$ cat src/rtl/wb_fwd_pipe.sv
// EX/MEM/WB destination tracking for ID-stage operand forwarding.
// Drives the three forwarding buses, the RF write port and the load-use stall.
module wb_fwd_pipe (
  input  logic        clk,
  input  logic        rst,
  input  logic        stall,
  input  logic        flush,
  input  logic        id_valid,
  input  logic        id_rf_we,
  input  logic [4:0]  id_rf_waddr,
  input  logic        id_is_load,
  input  logic        id_ren1,
  input  logic        id_ren2,
  input  logic [4:0]  id_raddr1,
  input  logic [4:0]  id_raddr2,
  input  logic [31:0] ex_result,
  input  logic [31:0] mem_rdata,
  output logic [37:0] ex_to_id_bus,
  output logic [37:0] mem_to_id_bus,
  output logic [37:0] wb_to_id_bus,
  output logic        rf_we,
  output logic [4:0]  rf_waddr,
  output logic [31:0] rf_wdata,
  output logic        load_use_stall
);

  typedef struct packed {
    logic       valid;
    logic       we;
    logic [4:0] waddr;
    logic       is_load;
  } ex_reg_t;

  typedef struct packed {
    logic        valid;
    logic        we;
    logic [4:0]  waddr;
    logic        is_load;
    logic [31:0] data;
  } mw_reg_t;

  ex_reg_t ex_q, ex_d;
  mw_reg_t mem_q, mem_d;
  mw_reg_t wb_q, wb_d;

  logic [31:0] mem_data;
  logic        hit1;
  logic        hit2;
  logic        lus;

  assign hit1 = id_ren1 & (id_raddr1 == ex_q.waddr);
  assign hit2 = id_ren2 & (id_raddr2 == ex_q.waddr);
  assign lus  = ex_q.valid & ex_q.we & ex_q.is_load
              & (hit1 | hit2);

  assign mem_data = mem_q.is_load ? mem_rdata : mem_q.data;

  always_comb begin
    ex_d  = ex_q;
    mem_d = mem_q;
    wb_d  = wb_q;
    if (!stall) begin
      mem_d.valid   = ex_q.valid;
      mem_d.we      = ex_q.we;
      mem_d.waddr   = ex_q.waddr;
      mem_d.is_load = ex_q.is_load;
      mem_d.data    = ex_result;
      wb_d          = mem_q;
      wb_d.data     = mem_data;
      // Redirect or load-use hazard: EX takes a bubble.
      if (flush | lus) begin
        ex_d = '0;
      end else begin
        ex_d.valid   = id_valid;
        ex_d.we      = id_valid & id_rf_we
                     & (id_rf_waddr != 5'd0);
        ex_d.waddr   = id_rf_waddr;
        ex_d.is_load = id_valid & id_is_load;
      end
    end
  end

  always_ff @(posedge clk or posedge rst) begin
    if (rst) begin
      ex_q  <= '0;
      mem_q <= '0;
      wb_q  <= '0;
    end else begin
      ex_q  <= ex_d;
      mem_q <= mem_d;
      wb_q  <= wb_d;
    end
  end

  assign ex_to_id_bus = {ex_q.valid & ex_q.we & ~ex_q.is_load,
                         ex_q.waddr, ex_result};
  assign mem_to_id_bus = {mem_q.valid & mem_q.we,
                          mem_q.waddr, mem_data};
  assign wb_to_id_bus = {wb_q.valid & wb_q.we,
                         wb_q.waddr, wb_q.data};

  assign rf_we          = wb_q.valid & wb_q.we;
  assign rf_waddr       = wb_q.waddr;
  assign rf_wdata       = wb_q.data;
  assign load_use_stall = lus;

endmodule

$ cat config.mk
export PLATFORM = sky130hd
export DESIGN_NAME = wb_fwd_pipe
export DESIGN_NICKNAME = d
export VERILOG_FILES = /design/src/rtl/wb_fwd_pipe.sv
export SDC_FILE = /design/constraint.sdc
export NUM_CORES = 1
export LEC_CHECK = 0
export BUFFER_PORTS_ARGS = -buffer_cell sky130_fd_sc_hd__buf_4
export CAP_MARGIN = 15
export CELL_PAD_IN_SITES_DETAIL_PLACEMENT = 0
export CELL_PAD_IN_SITES_GLOBAL_PLACEMENT = 1
export CORE_MARGIN = 3
export CORE_UTILIZATION = 35
export DETAILED_ROUTE_END_ITERATION = 10
export PLACE_DENSITY_LB_ADDON = 0.1
export SYNTH_ARGS = -nofsm -noshare
export SYNTH_HDL_FRONTEND = slang
export SYNTH_SLANG_ARGS = --single-unit
export TNS_END_PERCENT = 50
$ cat constraint.sdc
create_clock -name clk -period 3.8 [get_ports clk]
set_input_delay 0.76 -clock clk [delete_from_list [all_inputs] [get_ports clk]]
set_output_delay 0.76 -clock clk [all_outputs]
set_load 0.005 [all_outputs]
==> results.txt, run 1 <==
Outcome -> finished clean
Area Overhead vs Synth -> 29.7%
Worst-path clk slew -> 60 ps
Die W -> 122 um
R2R depth -> 2
Syn Area/Cell -> 12.7 um^2
Flop-to-flop setup slack -> 2030 ps
Final slew viol count -> 0
CTS tree -> built
CTS Buffer Depth -> 2
CORE AREA -> 12800 um^2
Post-synthesis cell area -> 4680 um^2
First-pass GRT wire length -> 15800 um
Reg2reg start -> mem_q[32]$_DFFE_PP0N_
Top-count cell post-synth -> buf_4
Fin area -> 6070 um^2
Peak VDD IR -> 0.316 mV
Worst Tran Pin Value -> 908 ps
Routed vias/inst -> 4.43
Largest stage delay on the critical path -> 960 ps
Clock skew -> 3.90 ps
Final worst path period need -> 2630 ps
Buffers & Inverters on Critical Path -> 1
Ratio of cells with drive above 1 in the final layout -> 75.3%
Antenna violations before repair -> 0
WL/cell -> 15.8 um
Clock Latency Late Sink -> 340 ps
Number of max-cap violations -> 0
Critical path class -> flop to output pin
DRC violations left -> 0
Total Power -> 2.69 mW
Port bufs -> 240
Die area -> 14800 um^2
Fmax -> 380 MHz
CP top delay family -> flip-flops
Setup WS post-layout -> 1170 ps
Half-perimeter wire length after detailed placement -> 7860 um
Yosys top cell area share -> 46.5%
Async set or reset register ratio after synthesis -> 100%
DRT Wirelength -> 10600 um
Setup bufs post-CTS -> 0
Area leader, netlist -> dfrtp_1
Vias in the first global route -> 2966
Total track usage -> 13.9%
Die H -> 122 um
Iter 0 DRT Violations -> 83
Area contributors post-synth -> dfrtp_1, mux2_2, buf_4, xor2_1, buf_2
DP Area -> 5780 um^2
Crit path launch type -> flop
Top_reg_cell synth -> dfrtp_1
Initial Util -> 36.5%
Hold violation count in the final report -> 0
Largest net degree at the start of global routing -> 72
Fillers -> 1213
Ys Warns -> 0
N_diodes -> 0
Setup violators final -> 0
IO Count -> 241
Cell variety after synth -> 24
CP cell instances -> mux2_2 -> buf_4
Most frequent cells after synthesis -> buf_4, mux2_2, dfrtp_1, xor2_1, buf_2
Capturing point of the worst reg2reg path -> rf_wdata[22]$_DFFE_PP0N_
Synthesized net count -> 456
Via count -> 2961
CP endpoint -> mem_to_id_bus[9]
Core Util, Final -> 47.3%
FF+latch count, synth -> 87
GRT overflow -> 0
# rows -> 41
Clk sink count -> 87
CP Capture Type -> output pin
Final Cycle Share -> 69.3%
Syn Inst Count -> 368
Peak fanout along the critical path -> 33
Cts hold-fix bufs -> 0
H-tree lvl count -> 3
Worst slack, placed -> 1250 ps
Final TNS setup -> 0 ps
CP Depth -> 2
Slew margin rel. -> 39.5%
Resize count post-CTS -> 0
Static leakage -> 2.94 nW
Worst Hold Class -> flop to flop
Pwr dens -> 443 nW/um^2
WP data arrival -> 1870 ps
TritonCTS buffer count -> 9
Layout Nets -> 580
Pre-antenna DRT Iters -> 4
RSZ-0062 raised after global routing -> false
Share of the yosys chip area belonging to registers -> 46.5%
Worst EP required -> 3040 ps
Post-synth EDFFs -> 0
Critical-path top delay cell -> dfrtp_2
Root Buffer -> clkbuf_16
Critical hold path startpoint -> mem_q[3]$_DFFE_PP0N_
Final ANT Viol Nets -> 0
Crit. Startpoint -> mem_q[32]$_DFFE_PP0N_
Placer Congestion -> 0.709
## per-layer routing
layer	vias to the layer above	GRT usage, %	share of wire, %	routed length [um]
met5	-	0	0	0
met4	0	5.18	1.7	184
met3	11	4.50	7.3	775
met2	125	22.9	51	5370
met1	1443	16.9	40	4240
li1	1382	-	-	-
## state kept, by name, indices dropped and copies added (netlist names)
name           flops
rf_wdata          32
mem_q             35
ex_to_id_bus       5
rf_waddr           5
mem_to_id_bus      5
ex_q               3
wb_q               2
## cell families after synthesis
| group | Yosys count | synth area share [%] |
|---|---|---|
| compound gates | 10 | 2.09 |
| simple gates | 17 | 2.27 |
| buf+inv | 133 | 20.5 |
| mux | 111 | 26.7 |
| xor+xnor | 10 | 1.87 |
| flops | 87 | 46.5 |
## worst register-to-register path, cell delays in order (launching register included)
cell and delay (ps):
dfrtp_2 960, mux2_2 430, mux2_2 270
## final cells by class
cell class / count / area (um^2) / area share (%)
multi-input cells: 148 / 1540 / 25.4
clock buffers: 13 / 250 / 4.12
flip-flops and latches: 87 / 2180 / 35.9
clock inverters: 3 / 42.5 / 0.701
well taps: 172 / 215 / 3.55
inverters: 2 / 8.76 / 0.144
repair buffers: 244 / 1830 / 30.2
## metrics by stage
step | hold WS, ps | std cells
finish | 501 | 669
global route | 522 | 669
CTS | 504 | 669
detailed placement | 490 | 653
global placement | 482 | 653
floorplan | 471 | 368
## placed cells by master (no fill, tap or decap)
master,synthesis,final
clkbuf_16,0,9
clkinvlp_4,0,1
buf_4,117,244
dfrtp_2,0,1
or3_1,1,1
o311a_1,1,1
nor3_1,2,2
a22o_2,2,2
clkbuf_1,2,3
bufinv_16,0,1
nor4_2,1,1
dfrtp_1,87,86
xor2_1,10,10
nor4_1,1,1
a22o_1,4,4
inv_1,2,1
clkbuf_8,0,1
mux2_2,111,111
nor2_1,2,2
a22oi_2,1,1
clkinv_2,0,2
nand2_1,3,3
nor4bb_1,1,1
a32o_1,2,2
nor3b_1,4,4
and2_1,2,2
## worst min path at each step
stage                                  to  slack (ps)  cells past startpoint
detailed placement   mem_q[3]$_DFFE_PP0N_         490                      1
floorplan            wb_q[38]$_DFFE_PP0N_         470                      1
CTS                  mem_q[3]$_DFFE_PP0N_         500                      1
global placement     wb_q[38]$_DFFE_PP0N_         480                      1
global route        mem_q[29]$_DFFE_PP0N_         520                      1
finish               mem_q[3]$_DFFE_PP0N_         500                      1
## power breakdown
| part | switching [mW] | leakage (nW) | internal [mW] |
|---|---|---|---|
| logic | 0.217 | 1.75 | 0.450 |
| clock network | 0.347 | 0.140 | 0.527 |
| registers | 0.101 | 1.05 | 1.05 |
Power figures use the tool's default switching activity.
==> inputs of run 2 (changes only) <==
--- a/config.mk
+++ b/config.mk
@@ -10,7 +10,7 @@
 export CELL_PAD_IN_SITES_DETAIL_PLACEMENT = 0
 export CELL_PAD_IN_SITES_GLOBAL_PLACEMENT = 1
 export CORE_MARGIN = 3
-export CORE_UTILIZATION = 35
+export CORE_UTILIZATION = 31
 export DETAILED_ROUTE_END_ITERATION = 10
 export PLACE_DENSITY_LB_ADDON = 0.1
 export SYNTH_ARGS = -nofsm -noshare
==> constraint.sdc (replaced) <==
create_clock -name clk -period 2.4 [get_ports clk]
set_input_delay 0.48 -clock clk [delete_from_list [all_inputs] [get_ports clk]]
set_output_delay 0.48 -clock clk [all_outputs]
set_load 0.005 [all_outputs]
==> run 2 against run 1 <==
Net effect: highest routed layer unchanged; first-iteration DRC count increased by 16%; critical path depth grew 3; clock-buffer cell count did not move; non-clock buffer count up 2; wire length rose by 5.6%; die area increased by 12%; total power rose by 54%; worst setup slack lost 1100 ps; cell area rose by 0.52%; clock skew rose by 2.2 ps; register-to-register slack worse by 1200 ps; largest cell class unchanged.
==> results.txt, run 2 (synthesis gave the netlist of run 1 again) <==
Cts hold-fix bufs -> 0 (unchanged)
Fin area -> 6100 um^2 (+0.52%)
Die H -> 129 um (+5.9%)
Most common cell after layout, fill and taps aside -> buf_4
Worst EP required -> 1920 ps (-1120 ps)
Clock Latency Late Sink -> 340 ps (about the same)
GR Util met3 -> 4.48% (-0.020 points)
Most frequent cells in the layout -> buf_4, mux2_2, dfrtp_1
DRT Wirelength -> 11200 um (+5.6%)
Initial Util -> 32.0% (-4.5 points)
# rows -> 44 (+7.3%)
Die area -> 16600 um^2 (+12%)
Setup violators final -> 0 (unchanged)
Ratio of cells with drive above 1 in the final layout -> 75.4% (+0.099 points)
Clock skew -> 6.15 ps (+2.25 ps)
Fillers -> 1409 (+16%)
Layout Nets -> 582 (+0.34%)
Hold WS -> 246 ps (-255 ps)
First-pass GRT wire length -> 17000 um (+7.6%)
Final ANT Viol Nets -> 0 (unchanged)
Critical path class -> flop to output pin
Fmax -> 438 MHz
Pre-antenna DRT Iters -> 3 (-1)
Clk sink count -> 87 (unchanged)
WP data arrival -> 1800 ps (-70 ps)
CTS Buffer Depth -> 2 (unchanged)
Final slew viol count -> 0 (unchanged)
Peak VDD IR -> 0.288 mV (-8.9%)
Peak fanout along the critical path -> 9 (-73%)
Iter 0 DRT Violations -> 96 (+16%)
Final Cycle Share -> 95.2%
Die W -> 129 um (+5.9%)
Outcome -> finished clean
Area Overhead vs Synth -> 30.3%
Met2 Usage GRT -> 21.8% (-1.1 points)
Worst Tran Pin Value -> 496 ps (-411 ps)
Setup WS post-layout -> 116 ps (-1050 ps)
DRC violations left -> 0 (unchanged)
Slew margin rel. -> 66.9% (+27 points)
Max reg flops -> 35 (unchanged)
Total track usage -> 13.2% (-0.69 points)
Hold violation count in the final report -> 0 (unchanged)
Met1 Track Usage GR -> 15.7% (-1.1 points)
Total Power -> 4.14 mW (+54%)
IO Count -> 241 (unchanged)
TritonCTS buffer count -> 9 (unchanged)
Most Used Layer, Global Route -> met2
Number of max-cap violations -> 0 (unchanged)
Antenna violations before repair -> 0 (unchanged)
Final worst path period need -> 2280 ps
Crit path launch type -> flop
Worst-path clk slew -> 60 ps (about the same)
Final TNS setup -> 0 ps (unchanged)
DP Area -> 5830 um^2 (+1.0%)
Setup bufs post-CTS -> 0 (unchanged)
WL/cell -> 16.3 um (+3.4%)
H-tree lvl count -> 3 (unchanged)
Static leakage -> 2.94 nW (-0.13%)
Root Buffer -> clkbuf_16
CP Capture Type -> output pin
CTS tree -> built
GRT overflow -> 0 (unchanged)
Port bufs -> 240 (unchanged)
Biggest register -> mem_q
FF+latch area -> 2180 um^2 (unchanged)
Half-perimeter wire length after detailed placement -> 8430 um (+7.3%)
Worst Hold Class -> input pin to asynchronous set/reset pin
CORE AREA -> 14600 um^2 (+14%)
N_diodes -> 0 (unchanged)
Via count -> 2997 (+1.2%)
Placer Congestion -> 0.734 (+3.6%)
Worst slack, placed -> 366 ps (-880 ps)
Multi-input gate area -> 1550 um^2 (+0.41%)
Routed vias/inst -> 4.39 (-0.86%)
Largest net degree at the start of global routing -> 88 (+22%)
Vias in the first global route -> 3121 (+5.2%)
Pwr dens -> 679 nW/um^2 (+53%)
-- run 2: cell type report --
| cell class | count | area share, % |
|---|---|---|
| multi-input combinational | 148 | 25.4 |
| clock buffer | 13 | 3.94 |
| tap | 184 | 3.77 |
| inverter | 2 | 0.185 |
| clock inverter | 3 | 0.328 |
| sequential | 87 | 35.7 |
| timing repair buffer | 246 | 30.7 |
-- run 2: routing by layer --
layer / share of wire [%] / wire, um
met5: 0 / 0
met4: 1.4 / 161
met3: 8.8 / 985
met2: 50 / 5550
met1: 40 / 4470
-- run 2: critical path: stages (launching register included) --
cell	delay, ps
dfrtp_1	490
xor2_1	220
nor4_2	80
a22oi_2	420
inv_1	100
buf_4	160
-- run 2: what timing repair did --
item	in CTS	in global routing
resized for setup	0	1
hold endpoints to repair	0	0
setup endpoints to repair	0	1
-- run 2: power breakdown --
part	total, mW	internal [mW]	switching, mW
clock	1.25	0.701	0.554
combinational	1.09	0.719	0.367
sequential	1.80	1.66	0.141
total	4.14	3.08	1.06
-- run 2: final timing paths --
kind                       slack, ps                      endpoint  depth (start not counted)                          from
max                              120                load_use_stall                          5  ex_to_id_bus[33]$_DFFE_PP0N_
min                              250      rf_wdata[21]$_DFFE_PP0N_                          3                           rst
max reg2reg                      830  ex_to_id_bus[33]$_DFFE_PP0N_                          4  ex_to_id_bus[35]$_DFFE_PP0N_
min reg2reg                      500          wb_q[38]$_DFFE_PP0N_                          1          wb_q[38]$_DFFE_PP0N_
max in group asynchronous       1730         mem_q[32]$_DFFE_PP0N_                          3                           rst
min in group clk                 380         mem_q[12]$_DFFE_PP0N_                          2                 ex_result[12]
-- run 2: per-stage QoR --
step,std cells,util [%]
2_1_floorplan,368,-
4_1_cts,683,41.6
5_1_grt,683,41.7
3_3_place_gp,667,39.8
3_5_place_dp,667,39.8
6_report,683,41.7
==> inputs of run 3 (changes only) <==
--- a/config.mk
+++ b/config.mk
@@ -9,8 +9,8 @@
 export CAP_MARGIN = 15
 export CELL_PAD_IN_SITES_DETAIL_PLACEMENT = 0
 export CELL_PAD_IN_SITES_GLOBAL_PLACEMENT = 1
-export CORE_MARGIN = 3
 export CORE_UTILIZATION = 31
+export CTS_BUF_LIST = sky130_fd_sc_hd__clkbuf_8 sky130_fd_sc_hd__clkbuf_16
 export DETAILED_ROUTE_END_ITERATION = 10
 export PLACE_DENSITY_LB_ADDON = 0.1
 export SYNTH_ARGS = -nofsm -noshare
==> run 3 against run 2 <==
Net effect: the flow now finishes with violations (DRC); die area decreased by 6.1%; sequential power is essentially flat; register-to-register slack about the same; critical path type unchanged; cell area grew 1.5%; non-clock buffer count is 3 higher; first-iteration DRC count up 19%; fmax grew 1.0%; via count is 0.23% lower; global-route usage increased by 0.82 points; worst setup slack better by 23 ps; combinational power about the same; core utilization grew 0.64 points.
==> results.txt, run 3 (synthesis gave the netlist of run 1 again) <==
WP data arrival -> 1780 ps (-20 ps)
Outcome -> finished, violations left
CTS Buffer Depth -> 2 (unchanged)
Die W -> 125 um (-3.1%)
FF+latch area -> 2180 um^2 (unchanged)
CP top delay family -> compound AO/OA/AOI/OAI gates
Setup bufs post-CTS -> 0 (unchanged)
Resize count post-CTS -> 0 (unchanged)
Max reg flops -> 35 (unchanged)
CORE AREA -> 14600 um^2 (unchanged)
Antenna violations before repair -> 0 (unchanged)
Pwr dens -> 708 nW/um^2 (+4.3%)
CTS tree -> built
Slew margin rel. -> 62.9% (-4.0 points)
CP Capture Type -> output pin
DRT Wirelength -> 10500 um (-5.9%)
CP cell instances -> xor2_1 -> nor4_2 -> a22oi_2 -> inv_1 -> buf_4
Crit path launch type -> flop
CP Depth -> 5 (unchanged)
Final slew viol count -> 0 (unchanged)
Critical-path top delay cell -> a22oi_2
Int Pwr -> 3.34 mW (+8.5%)
Cts hold-fix bufs -> 0 (unchanged)
Pre-antenna DRT Iters -> 7 (+4)
Static leakage -> 3.00 nW (+2.3%)
Final TNS setup -> 0 ps (unchanged)
Clock Latency Late Sink -> 330 ps (about the same)
Vias in the first global route -> 3136 (+0.48%)
Ratio of cells with drive above 1 in the final layout -> 75.7% (+0.35 points)
Clk sink count -> 87 (unchanged)
Setup violators final -> 0 (unchanged)
Half-perimeter wire length after detailed placement -> 8070 um (-4.2%)
Die H -> 125 um (-3.1%)
Flop-to-flop setup slack -> 820 ps (about the same)
Clock skew -> 5.35 ps (-0.800 ps)
TritonCTS buffer count -> 9 (unchanged)
Multi-input gate area -> 1540 um^2 (-0.40%)
First-pass GRT wire length -> 17000 um (+0.45%)
Worst Tran Pin Value -> 555 ps (+58.7 ps)
Number of max-cap violations -> 0 (unchanged)
Clock share of power -> 34.2% (+3.9 points)
Hold violation count in the final report -> 0 (unchanged)
Fmax -> 442 MHz (+1.0%)
Root Buffer -> clkbuf_16
Layout Nets -> 585 (+0.52%)
Worst EP required -> 1920 ps (about the same)
Total track usage -> 14.0% (+0.82 points)
Largest stage delay on the critical path -> 460 ps (-30 ps)
# rows -> 44 (unchanged)
Total Power -> 4.38 mW (+5.9%)
Fillers -> 1425 (+1.1%)
Die area -> 15600 um^2 (-6.1%)
Worst-path clk slew -> 60 ps (about the same)
Reg2reg start -> ex_to_id_bus[35]$_DFFE_PP0N_
Peak fanout along the critical path -> 9 (unchanged)
Most common cell after layout, fill and taps aside -> buf_4
Largest net degree at the start of global routing -> 41 (-53%)
Sequential share of power -> 41.0% (-2.5 points)
Routed vias/inst -> 4.36 (-0.67%)
H-tree lvl count -> 3 (unchanged)
Final worst path period need -> 2260 ps (-22.8 ps)
Port bufs -> 240 (unchanged)
Peak VDD IR -> 0.298 mV (+3.6%)
Critical path class -> flop to output pin
Area Overhead vs Synth -> 32.4%
Net Sw Frac -> 23.8% (-1.8 points)
N_diodes -> 0 (unchanged)
Worst Hold Class -> input pin to asynchronous set/reset pin
IO Count -> 241 (unchanged)
Core Util, Final -> 42.3% (+0.64 points)
Buffers & Inverters on Critical Path -> 2 (unchanged)
Biggest register -> mem_q
Initial Util -> 32.0% (unchanged)
Logic pwr share -> 24.8% (-1.4 points)
R2R depth -> 4 (unchanged)
Placer Congestion -> 0.691 (-5.8%)
WL/cell -> 15.3 um (-6.3%)
Capturing point of the worst reg2reg path -> ex_to_id_bus[33]$_DFFE_PP0N_
Via count -> 2990 (-0.23%)
Failing checks -> DRC
Most frequent cells in the layout -> buf_4, mux2_2, dfrtp_1
DRC violations left -> 27 (+27)
GRT overflow -> 0 (unchanged)
Final Cycle Share -> 94.2% (-0.95 points)
RSZ-0062 raised after global routing -> false
Switch Pwr -> 1.04 mW (-1.7%)
Final ANT Viol Nets -> 0 (unchanged)
Iter 0 DRT Violations -> 114 (+19%)
run 3: cell types whose count changed in the layout (fill, tap and decap cells not counted), sizes merged:
| cell | previous run | this run |
|---|---|---|
| inv | 1 | 3 |
| buf | 246 | 249 |
| clkinvlp | 3 | 1 |
| bufinv | 0 | 2 |
| clkbuf | 13 | 11 |
run 3: how the worst max path moves through the flow:
stage                                      start        endpoint  slack (ps)
CTS                 ex_to_id_bus[34]$_DFFE_PP0N_  load_use_stall         110
finish              ex_to_id_bus[34]$_DFFE_PP0N_  load_use_stall         140
global placement                    id_raddr2[2]  load_use_stall         380
detailed placement                  id_raddr2[2]  load_use_stall         370
floorplan                           id_raddr1[3]  load_use_stall         750
global route        ex_to_id_bus[35]$_DFFE_PP0N_  load_use_stall           8
run 3: power groups by stage:
stage | clock [mW] | sequential [mW] | combinational, mW
6_report | 1.50 | 1.80 | 1.09
5_1_grt | 1.63 | 1.83 | 1.18
4_1_cts | 1.57 | 1.80 | 1.11
3_5_place_dp | 0 | 1.83 | 1.11
3_3_place_gp | 0 | 1.82 | 1.11
2_1_floorplan | 0 | 1.78 | 0.778
run 3: final cells by class:
class / count / area share (%)
Sequential cell: 87 / 35.2
Timing Repair Buffer: 249 / 30.8
Multi-Input combinational cell: 148 / 24.9
Clock buffer: 11 / 4.08
Tap cell: 184 / 3.72
Clock inverter: 5 / 1.17
Inverter: 2 / 0.182
run 3: routing by layer:
layer  up-vias  GRT usage, %  routed length (um)
met4         0          5.60                 160
met1      1456          16.4                4120
li1       1399             -                   -
met5         -             0                   0
met3        11          4.85                 886
met2       124          23.3                5340
run 3: through the flow:
stage | cells | hold slack, ps | setup WS, ps | area [um^2]
after global routing | 686 | 211 | 8.46 | 6190
after detailed placement | 670 | 486 | 375 | 5870
final | 686 | 197 | 139 | 6190
after global placement | 670 | 480 | 376 | 5870
after CTS | 686 | 197 | 113 | 6190
after floorplan | 368 | 471 | 752 | 4680
